`src/rtl/wb_sdram_traffic_master_if.sv`:
```
// Wishbone classic single-beat bus between the traffic master (initiator)
// and the SDRAM controller slave port.
//   cyc, stb, we : cycle / strobe / write-enable (master -> slave)
//   sel          : byte selects (master -> slave)
//   addr         : byte address, AW bits (master -> slave)
//   dat_w        : write data, DW bits (master -> slave)
//   dat_r        : read data, DW bits (slave -> master)
//   ack          : slave acknowledge (slave -> master)
`timescale 1ns/1ps
interface wb_sdram_traffic_master_if #(
   parameter int AW = 32,
   parameter int DW = 32
);
   logic          cyc;
   logic          stb;
   logic          we;
   logic [3:0]    sel;
   logic [AW-1:0] addr;
   logic [DW-1:0] dat_w;
   logic [DW-1:0] dat_r;
   logic          ack;

   modport master (output cyc, stb, we, sel, addr, dat_w, input dat_r, ack);
   modport slave  (input cyc, stb, we, sel, addr, dat_w, output dat_r, ack);
endinterface

```
`src/rtl/wb_sdram_traffic_master.sv`:
```
// Wishbone traffic master for SDRAM self-test. After sdr_init_done_i it writes
// NUM_WORDS pattern words (data = SEED ^ {i, ~i}) from START_ADDR upward, reads
// them back and counts mismatches. A missing ack aborts the test with timeout_o.
// Ports:
//   wb_clk_i, wb_rst_i : clock, synchronous active-high reset
//   start_i            : one-cycle start pulse, accepted only in IDLE/DONE
//   sdr_init_done_i    : controller initialisation finished
//   wb                 : Wishbone master modport (cyc/stb/we/sel/addr/dat_w, dat_r/ack)
//   busy_o, done_o     : test running / test finished (sticky)
//   pass_o             : valid with done_o; no mismatch and no timeout
//   err_count_o        : saturating read mismatch count
//   timeout_o          : sticky ack timeout flag
`timescale 1ns/1ps
module wb_sdram_traffic_master #(
   parameter int unsigned     AW         = 32,
   parameter int unsigned     DW         = 32,
   parameter logic [AW-1:0]   START_ADDR = '0,
   parameter int unsigned     NUM_WORDS  = 256,
   parameter logic [DW-1:0]   SEED       = 32'hA5A5_5A5A,
   parameter int unsigned     TIMEOUT    = 1024
) (
   input  logic                        wb_clk_i,
   input  logic                        wb_rst_i,
   input  logic                        start_i,
   input  logic                        sdr_init_done_i,
   wb_sdram_traffic_master_if.master   wb,
   output logic                        busy_o,
   output logic                        done_o,
   output logic                        pass_o,
   output logic [15:0]                 err_count_o,
   output logic                        timeout_o
);

   localparam int unsigned   CW        = $clog2(TIMEOUT);
   localparam logic [CW-1:0] CNT_LOAD  = CW'(TIMEOUT - 1);
   localparam logic [15:0]   LAST_IDX  = 16'(NUM_WORDS - 1);

   typedef enum logic [2:0] {IDLE, WAIT_INIT, WR, WR_GAP, RD, RD_GAP, DONE} state_t;

   state_t        state, state_n;
   logic [15:0]   idx, idx_n;
   logic [CW-1:0] cnt, cnt_n;
   logic [15:0]   err_n;
   logic          tmo_n;
   logic          cyc_r, we_r, cyc_n, we_n;
   logic [3:0]    sel_r, sel_n;
   logic [AW-1:0] addr_r, addr_n;
   logic [DW-1:0] dat_r, dat_n;
   logic          busy_n, done_n, pass_n;

   function automatic logic [AW-1:0] word_addr(input logic [15:0] i);
      return START_ADDR + AW'({i, 2'b00});
   endfunction

   function automatic logic [DW-1:0] word_data(input logic [15:0] i);
      return SEED ^ DW'({i, ~i});
   endfunction

   always_comb begin
      state_n = state;
      idx_n   = idx;
      cnt_n   = cnt;
      err_n   = err_count_o;
      tmo_n   = timeout_o;
      case (state)
         IDLE, DONE: begin
            if (start_i) state_n = WAIT_INIT;
         end
         WAIT_INIT: begin
            idx_n = '0;
            err_n = '0;
            tmo_n = 1'b0;
            cnt_n = CNT_LOAD;
            if (sdr_init_done_i) state_n = WR;
         end
         WR, RD: begin
            // Ack wins over an expiring counter on the same edge.
            if (wb.ack) begin
               state_n = (state == WR) ? WR_GAP : RD_GAP;
               if (state == RD && wb.dat_r != word_data(idx) && err_count_o != 16'hFFFF)
                  err_n = err_count_o + 16'd1;
            end else if (cnt == '0) begin
               state_n = DONE;
               tmo_n   = 1'b1;
            end else begin
               cnt_n = cnt - 1'b1;
            end
         end
         WR_GAP: begin
            cnt_n = CNT_LOAD;
            if (idx == LAST_IDX) begin
               idx_n   = '0;
               state_n = RD;
            end else begin
               idx_n   = idx + 16'd1;
               state_n = WR;
            end
         end
         RD_GAP: begin
            cnt_n = CNT_LOAD;
            if (idx == LAST_IDX) begin
               state_n = DONE;
            end else begin
               idx_n   = idx + 16'd1;
               state_n = RD;
            end
         end
         default: state_n = IDLE;
      endcase

      // Bus and status outputs are registered from the next state so they
      // line up with the state they describe.
      cyc_n  = (state_n == WR) || (state_n == RD);
      we_n   = (state_n == WR);
      sel_n  = cyc_n ? 4'hF : 4'h0;
      addr_n = cyc_n ? word_addr(idx_n) : '0;
      dat_n  = we_n ? word_data(idx_n) : '0;
      busy_n = (state_n != IDLE) && (state_n != DONE);
      done_n = (state_n == DONE);
      pass_n = done_n && (err_n == '0) && !tmo_n;
   end

   always_ff @(posedge wb_clk_i) begin
      if (wb_rst_i) begin
         state       <= IDLE;
         cyc_r       <= 1'b0;
         we_r        <= 1'b0;
         sel_r       <= '0;
         addr_r      <= '0;
         dat_r       <= '0;
         busy_o      <= 1'b0;
         done_o      <= 1'b0;
         pass_o      <= 1'b0;
         err_count_o <= '0;
         timeout_o   <= 1'b0;
      end else begin
         state       <= state_n;
         cyc_r       <= cyc_n;
         we_r        <= we_n;
         sel_r       <= sel_n;
         addr_r      <= addr_n;
         dat_r       <= dat_n;
         busy_o      <= busy_n;
         done_o      <= done_n;
         pass_o      <= pass_n;
         err_count_o <= err_n;
         timeout_o   <= tmo_n;
      end
   end

   // Word index and ack counter are always reloaded before use.
   always_ff @(posedge wb_clk_i) begin
      idx <= idx_n;
      cnt <= cnt_n;
   end

   assign wb.cyc   = cyc_r;
   assign wb.stb   = cyc_r;
   assign wb.we    = we_r;
   assign wb.sel   = sel_r;
   assign wb.addr  = addr_r;
   assign wb.dat_w = dat_r;

endmodule

```
`src/flat_wrapper.sv`:
```
// flat-port wrapper written by rule: the top's interface ports become plain ports
module wb_sdram_traffic_master_flat 
#(
   parameter int unsigned     AW         = 32,
   parameter int unsigned     DW         = 32,
   parameter logic [AW-1:0]   START_ADDR = '0,
   parameter int unsigned     NUM_WORDS  = 256,
   parameter logic [DW-1:0]   SEED       = 32'hA5A5_5A5A,
   parameter int unsigned     TIMEOUT    = 1024
)
  (wb_clk_i, wb_rst_i, start_i, sdr_init_done_i, busy_o, done_o, pass_o, err_count_o, timeout_o, wb_cyc, wb_stb, wb_we, wb_sel, wb_addr, wb_dat_w, wb_dat_r, wb_ack);
  wb_sdram_traffic_master_if #(.AW(AW), .DW(DW)) wb_i ();
  input  logic wb_clk_i;
  input  logic wb_rst_i;
  input  logic start_i;
  input  logic sdr_init_done_i;
  output logic busy_o;
  output logic done_o;
  output logic pass_o;
  output logic [15:0] err_count_o;
  output logic timeout_o;
  output wire logic [$bits(wb_i.cyc)-1:0] wb_cyc;
  output wire logic [$bits(wb_i.stb)-1:0] wb_stb;
  output wire logic [$bits(wb_i.we)-1:0] wb_we;
  output wire logic [$bits(wb_i.sel)-1:0] wb_sel;
  output wire logic [$bits(wb_i.addr)-1:0] wb_addr;
  output wire logic [$bits(wb_i.dat_w)-1:0] wb_dat_w;
  input wire logic [$bits(wb_i.dat_r)-1:0] wb_dat_r;
  input wire logic [$bits(wb_i.ack)-1:0] wb_ack;
  assign wb_cyc = wb_i.cyc;
  assign wb_stb = wb_i.stb;
  assign wb_we = wb_i.we;
  assign wb_sel = wb_i.sel;
  assign wb_addr = wb_i.addr;
  assign wb_dat_w = wb_i.dat_w;
  assign wb_i.dat_r = wb_dat_r;
  assign wb_i.ack = wb_ack;
  wb_sdram_traffic_master #(.AW(AW), .DW(DW), .START_ADDR(START_ADDR), .NUM_WORDS(NUM_WORDS), .SEED(SEED), .TIMEOUT(TIMEOUT)) u_core (.wb_clk_i(wb_clk_i), .wb_rst_i(wb_rst_i), .start_i(start_i), .sdr_init_done_i(sdr_init_done_i), .wb(wb_i), .busy_o(busy_o), .done_o(done_o), .pass_o(pass_o), .err_count_o(err_count_o), .timeout_o(timeout_o));
endmodule
```
`config.mk`:
```
export PLATFORM = sky130hd
export DESIGN_NAME = wb_sdram_traffic_master_flat
export DESIGN_NICKNAME = d
export VERILOG_FILES = /design/src/rtl/wb_sdram_traffic_master_if.sv /design/src/rtl/wb_sdram_traffic_master.sv /design/src/flat_wrapper.sv
export SDC_FILE = /design/constraint.sdc
export NUM_CORES = 1
export LEC_CHECK = 0
export ABC_AREA = 1
export CAP_MARGIN = 20
export CORE_MARGIN = 5
export CORE_UTILIZATION = 50
export DETAILED_ROUTE_END_ITERATION = 8
export MAX_ROUTING_LAYER = met4
export PLACE_DENSITY = 0.88
export SYNTH_ARGS = -nofsm -noshare
export SYNTH_HDL_FRONTEND = slang
export SYNTH_SLANG_ARGS = --single-unit
```
`constraint.sdc`:
```
create_clock -name wb_clk_i -period 3.1 [get_ports wb_clk_i]
set_input_delay 0.465 -clock wb_clk_i [delete_from_list [all_inputs] [get_ports wb_clk_i]]
set_output_delay 0.465 -clock wb_clk_i [all_outputs]
set_load 0.02 [all_outputs]
```
==> results of run 1 <==
==> power by group through the flow <==
stage               combinational, mW  sequential [mW]  clock (mW)
CTS                             0.741             1.28       0.878
finish                          0.743             1.28       0.865
detailed placement              0.736             1.30           0
global route                    0.836             1.29       0.922
floorplan                       0.540             1.28           0
global placement                0.719             1.30           0
==> placed cells by master (no fill, tap or decap), types with 3 or more instances in the layout <==
cell type	Yosys	layout
edfxtp_1	10	10
dfxtp_1	73	73
nor2_2	14	14
nand3_2	3	3
and2_1	3	3
clkbuf_8	0	9
o31ai_1	3	3
a21oi_1	19	19
inv_2	19	19
nand3b_1	4	4
clkdlybuf4s50_1	0	111
o22ai_1	3	3
nand4_1	15	15
conb_1	1	16
nand2_2	4	4
nand2_1	241	241
inv_6	0	3
ha_1	5	5
nand3_1	29	29
inv_1	105	105
buf_4	41	7
nor4_1	4	4
xnor2_1	8	8
o21ai_0	15	15
nor3_1	10	10
nor2_1	115	115
xor2_1	9	9
==> worst register-to-register path, cell delays in order (launching register included) <==
cell and delay, ps:
dfxtp_1 460, ha_1 250, nand2_1 90, inv_1 80
nand3_2 100, nor2_2 170, nand2_1 110, nor2_1 210
nor2_1 100, nand3_2 170, inv_2 140, or2_1 230
nand2_1 80, nand2_1 50, nor2_1 80, nand2_1 50
nor2_1 110
==> worst min-delay path by stage <==
| stage | from | endpoint | slack, ps | cells after the start |
|---|---|---|---|---|
| after floorplan | u_core.cnt[0]$_SDFFCE_PN1P_ | u_core.cnt[0]$_SDFFCE_PN1P_ | 530 | 1 |
| after global placement | u_core.timeout_o$_SDFF_PP0_ | u_core.timeout_o$_SDFF_PP0_ | 510 | 2 |
| after detailed placement | u_core.timeout_o$_SDFF_PP0_ | u_core.timeout_o$_SDFF_PP0_ | 530 | 2 |
| after CTS | u_core.timeout_o$_SDFF_PP0_ | u_core.timeout_o$_SDFF_PP0_ | 560 | 2 |
| after global routing | u_core.timeout_o$_SDFF_PP0_ | u_core.timeout_o$_SDFF_PP0_ | 600 | 2 |
| final | u_core.timeout_o$_SDFF_PP0_ | u_core.timeout_o$_SDFF_PP0_ | 540 | 2 |
==> layer usage <==
layer  share of wire [%]  vias to the layer above  wire length (um)
li1                    -                     2543                 -
met1                  41                     2211              5280
met2                  50                      182              6420
met3                 6.8                       25               871
met4                 2.4                        0               308
met5                   0                        -                 0
==> sequential cells by signal (all words and copies together) (netlist names), 3 cells and up <==
| register | flops |
|---|---|
| u_core.cnt | 10 |
| u_core.err_count_o | 16 |
| u_core.idx | 16 |
| u_core.state | 3 |
| u_core.wb.addr | 16 |
| u_core.wb.dat_w | 16 |
==> cells in the mapped netlist, drive strengths merged, types with 9 or more instances <==
master	instances
buf	53
edfxtp	10
dfxtp	73
nor3	12
o21ai	15
inv	125
nand3	32
nand4	15
nand2	247
xor2	9
nor2	131
a21oi	19
==> cells by family (layout without fill, tap and decap cells) <==
kind of cell / Yosys count / after routing
fa+ha+maj: 5 / 5
other cells: 1 / 16
compound gates: 51 / 51
simple gates: 451 / 451
flops: 83 / 83
buf+inv: 182 / 259
xor+xnor: 17 / 17
==> layout make-up <==
type | count | share of cell area (%)
inverters | 125 | 7.48
flip-flops and latches | 83 | 27.9
clock inverters | 6 | 1.19
clock buffers | 10 | 2.36
multi-input cells | 540 | 39.9
repair buffers | 118 | 18.5
well taps | 133 | 2.64
==> out/results.ini, run 1 <==
[logic_synthesis]
synth_edf_count=10
synth_fa_ha_area_share_pct=1.23
ys_ff_latch=83
synth_seq_area_share_pct=34.6
async_reset_ff_share_pct=0
synth-simple-area-share_pct=38.1
synth.avg_cell_area_um2=6.44
yosysTopAreaCell=dfxtp_1
synth_top_area_share_pct=28.7
synthXorXnorAreaFrac_pct=2.93
syn_area_um2=5090
synthCells=790
ys_types=43
synth_top_family_by_area=simple AND/OR/NAND/NOR gates
yosys-mux-area-fraction_pct=0
synthTopCellsByArea=dfxtp_1 (29%), nand2_1 (18%), nor2_1 (8.5%)
synth_compound_area_share_pct=6.05
synth_flop_cell=dfxtp_1
ys_warn_count=0

[power]
p_leak_nw=2.92
p_sw_share_pct=33.9
power_switching_mw=0.978
comb_power_share_pct=25.8
finalPower_mw=2.89
seqPwrFrac_pct=44.3
clock_power_share_pct=30.0
p_per_area_nw_per_um2=458
peakVddDrop_uv=278
power.internal_mw=1.91

[critical_path]
reg2regPathDepth=16
cpMostUsedCell=nand2_1
r2r_end=u_core.pass_o$_SDFF_PP0_
crit_path_top_delay_cell=dfxtp_1
crit_type=register to register
critPathBufInv=2
critical_path_required_ps=3390
crit_end=u_core.pass_o$_SDFF_PP0_
r2r-start=u_core.err_count_o[0]$_SDFF_PP0_
crit_start=u_core.err_count_o[0]$_SDFF_PP0_
crit_cells=16
slowest_delay_ps=460
end_kind=register
worstPathMaxFanout=14
cp.arrival_ps=2830
r2r_slack_ps=560
crit_family=simple AND/OR/NAND/NOR gates
crit_chain=ha_1, nand2_1, inv_1, nand3_2, nor2_2, nand2_1, nor2_1, nor2_1, nand3_2, inv_2, or2_1, nand2_1, nand2_1, nor2_1, nand2_1, nor2_1
start_kind=register

[drt]
dr.pass1.iters=5
drc=0
num_vias=4961
final_antenna_net_count=0
totalWireLength_um=12900
viasPerCell=4.89
drt_iter0_markers=280
wire_per_inst_um=12.7

[clock_tree]
cts_made_buffers=9
htreeDepth=3
ctsRootBufferMaster=clkbuf_8
cts_resized=0
clk_pin_slew_ps=90
insertion_delay_ps=360
post_cts_buffers=0
cts_hold_buf=0
clkSinkCount=83
clock_path_buffers=2
tritoncts=done

[placed_design]
dp_slack_ps=492
dpl.cell_count=999
dpl-instance-area_um2=6080
dp_hpwl_um=10100
globalplace.congestion=0.945
portBuffers=111

[global_routing]
grt_usage_pct=21.4
grt_pass1_vias=4570
use_met3_pct=4.48
use_met1_pct=24.6
grt_antenna_before_repair=0
grt_pass1_wl_um=21200
use_met2_pct=37.0
overflow=0
grt_max_degree=24
grt-busiest-layer=met2

[layout]
ff_latch_area_um2=1760
area_delta_synth_final_pct=23.9
antennaDiodeCount=0
nFillCells=868
final_cells=1015
multi_input_area_um2=2520
post-route-util_pct=63.9
layout-drive-gt1-share_pct=8.16
fin_area_um2=6300
fin_nets=919

[sta]
rsz0062_at_grt=false
slew_violations=0
period_share_pct=82.1
setup_viol=0
clock.fmax_mhz=393
hold-worst-slack_ps=544
setup_ws_ps=556
finalHoldViolations=0
tightest_slew_ps=536
period_needed_ps=2540
finClkSkew_ps=11.3
slew_headroom_pct=63.9
fin_tns_setup_ps=0

[floorplanning]
placementRows=36
die_h_um=111
core_area_um2=9860
pin_count=128
die_x_um=111
dieArea_um2=12300
initial_core_util_pct=51.6

[outcome]
status=complete, no violations

[flow_run]
drv_cap=0

[worst_hold_path]
hp-class=register to register

Power figures use the tool's default switching activity.
==> inputs of run 2 (changes only) <==
CORE_UTILIZATION = 45   (was 50)
PLACE_DENSITY = 0.84   (was 0.88)
clock period = 2.34 ns   (was 3.1 ns; I/O delays follow)
==> run 2 against run 1 <==
Compared with the run above:
- global-route usage decreased by 0.38 points
- critical path depth decreased by 2
- worst hold slack got worse by 19 ps
- first-iteration DRC count increased by 44%
- combinational power increased by 55%
- register-to-register slack got worse by 450 ps
- wire length increased by 9.1%
- total power increased by 48%
- critical endpoint is now u_core.wb.addr[13]$_SDFF_PP0_
- highest routed layer unchanged
==> out/results.ini, run 2 (synthesized netlist as in run 1, its figures left out) <==
[outcome]
status=complete, no violations

[clock_tree]
clock_path_buffers=2
cts_made_buffers=9
htreeDepth=3
clkSinkCount=83
tritoncts=done
clk_pin_slew_ps=60
insertion_delay_ps=340
ctsRootBufferMaster=clkbuf_16

[layout]
fin_area_um2=6900
layout-drive-gt1-share_pct=15.7
area_delta_synth_final_pct=35.5
fin_nets=962
antennaDiodeCount=0
post-route-util_pct=62.8
final_cell_mix=nand2_1 (236), clkdlybuf4s50_1 (111), nor2_1 (106)
final_common_cell=nand2_1
final_cells=1065

[critical_path]
slowest_delay_ps=340
end_kind=register
crit_type=register to register
start_kind=register
crit_path_top_delay_cell=dfxtp_2
critical_path_required_ps=2620
worstPathMaxFanout=7
cp.arrival_ps=2520
r2r_slack_ps=110
crit_chain=ha_4, nand3_4, inv_2, nand2_2, inv_2, nand2_4, inv_4, nand2_1, nand3_2, nor2_4, nand2_2, o31ai_4, clkinv_4, nor2_4

[drt]
drt-met1-wl_um=5630
wire_per_inst_um=13.2
totalWireLength_um=14100
dr.pass1.iters=6
met2_wirelength_um=6900
viasPerCell=4.86
drc=0
final_antenna_net_count=0
routed.top_layer=met4
met3_length_um=1170
drt_iter0_markers=404
num_vias=5181

[floorplanning]
die_x_um=116
dieArea_um2=13500
die_h_um=116
placementRows=38
pin_count=128
initial_core_util_pct=46.3
core_area_um2=11000

[placed_design]
dpl-instance-area_um2=6360
dpl.cell_count=1040
dp_hpwl_um=10600
globalplace.congestion=0.922
portBuffers=111

[sta]
slew_violations=0
slew_headroom_pct=52.9
setup_viol=0
fin_tns_setup_ps=0
rsz0062_at_grt=true
hold-worst-slack_ps=525
finClkSkew_ps=6.68
tightest_slew_ps=705
finalHoldViolations=0
clock.fmax_mhz=448
period_share_pct=95.4
period_needed_ps=2230

[power]
peakVddDrop_uv=468
p_per_area_nw_per_um2=618
p_leak_nw=3.19

[global_routing]
grt_antenna_before_repair=0
grt_pass1_wl_um=22000
overflow=0
grt_max_degree=20
grt_usage_pct=21.0
grt_pass1_vias=4772

[flow_run]
drv_cap=0

[worst_hold_path]
hp-class=register to register

==> run 2: cell types whose count changed in the layout (fill, tap and decap cells not counted), sizes merged <==
| cell | before | now |
|---|---|---|
| inv | 129 | 130 |
| clkinv | 0 | 1 |
| bufinv | 1 | 0 |
| buf | 7 | 49 |
==> run 2: final cells by class <==
type	count	area, um^2
clock inverters	6	51.3
well taps	140	175
clock buffers	10	250
repair inverters	1	6.26
fillers	935	4090
inverters	125	479
flip-flops and latches	83	1770
repair buffers	160	1500
multi-input cells	540	2670
==> run 2: power breakdown <==
group	internal [mW]	total, mW	switching [mW]
sequential	1.58	1.69	0.111
combinational	0.465	1.15	0.685
clock	0.803	1.42	0.616
==> run 2: routing by layer <==
layer	GRT usage, %	up-vias
li1	-	2630
met1	24.9	2287
met2	35.1	230
met3	3.94	34
met4	8.35	0
met5	-	-
==> run 2: worst max-delay path, delay by kind of cell (launching register included) <==
family | cells | cell delay, ps
fa+ha+maj | 1 | 170
flops | 1 | 340
simple gates | 8 | 920
buf+inv | 4 | 390
compound gates | 1 | 340
==> run 2: timing repair <==
| action | in CTS | in global routing |
|---|---|---|
| hold buffers | 0 | 0 |
| setup endpoints to repair | 0 | 23 |
| buffers inserted | 0 | 8 |
| gates resized for setup | 0 | 50 |
==> run 2: final timing paths <==
check	cells past startpoint	endpoint	startpoint
hold / removal	2	u_core.timeout_o$_SDFF_PP0_	u_core.timeout_o$_SDFF_PP0_
setup / recovery	14	u_core.wb.addr[13]$_SDFF_PP0_	u_core.idx[1]$_DFF_P_
setup reg to reg	14	u_core.wb.addr[13]$_SDFF_PP0_	u_core.idx[1]$_DFF_P_
hold reg to reg	2	u_core.timeout_o$_SDFF_PP0_	u_core.timeout_o$_SDFF_PP0_
==> run 2: per-stage QoR <==
| step | setup WS [ps] | total power, mW |
|---|---|---|
| global route | -59.4 | 4.48 |
| finish | 108 | 4.26 |
| CTS | 95.4 | 4.19 |
| floorplan | 141 | 2.41 |
| global placement | -12.9 | 2.75 |
| detailed placement | -68.7 | 2.78 |
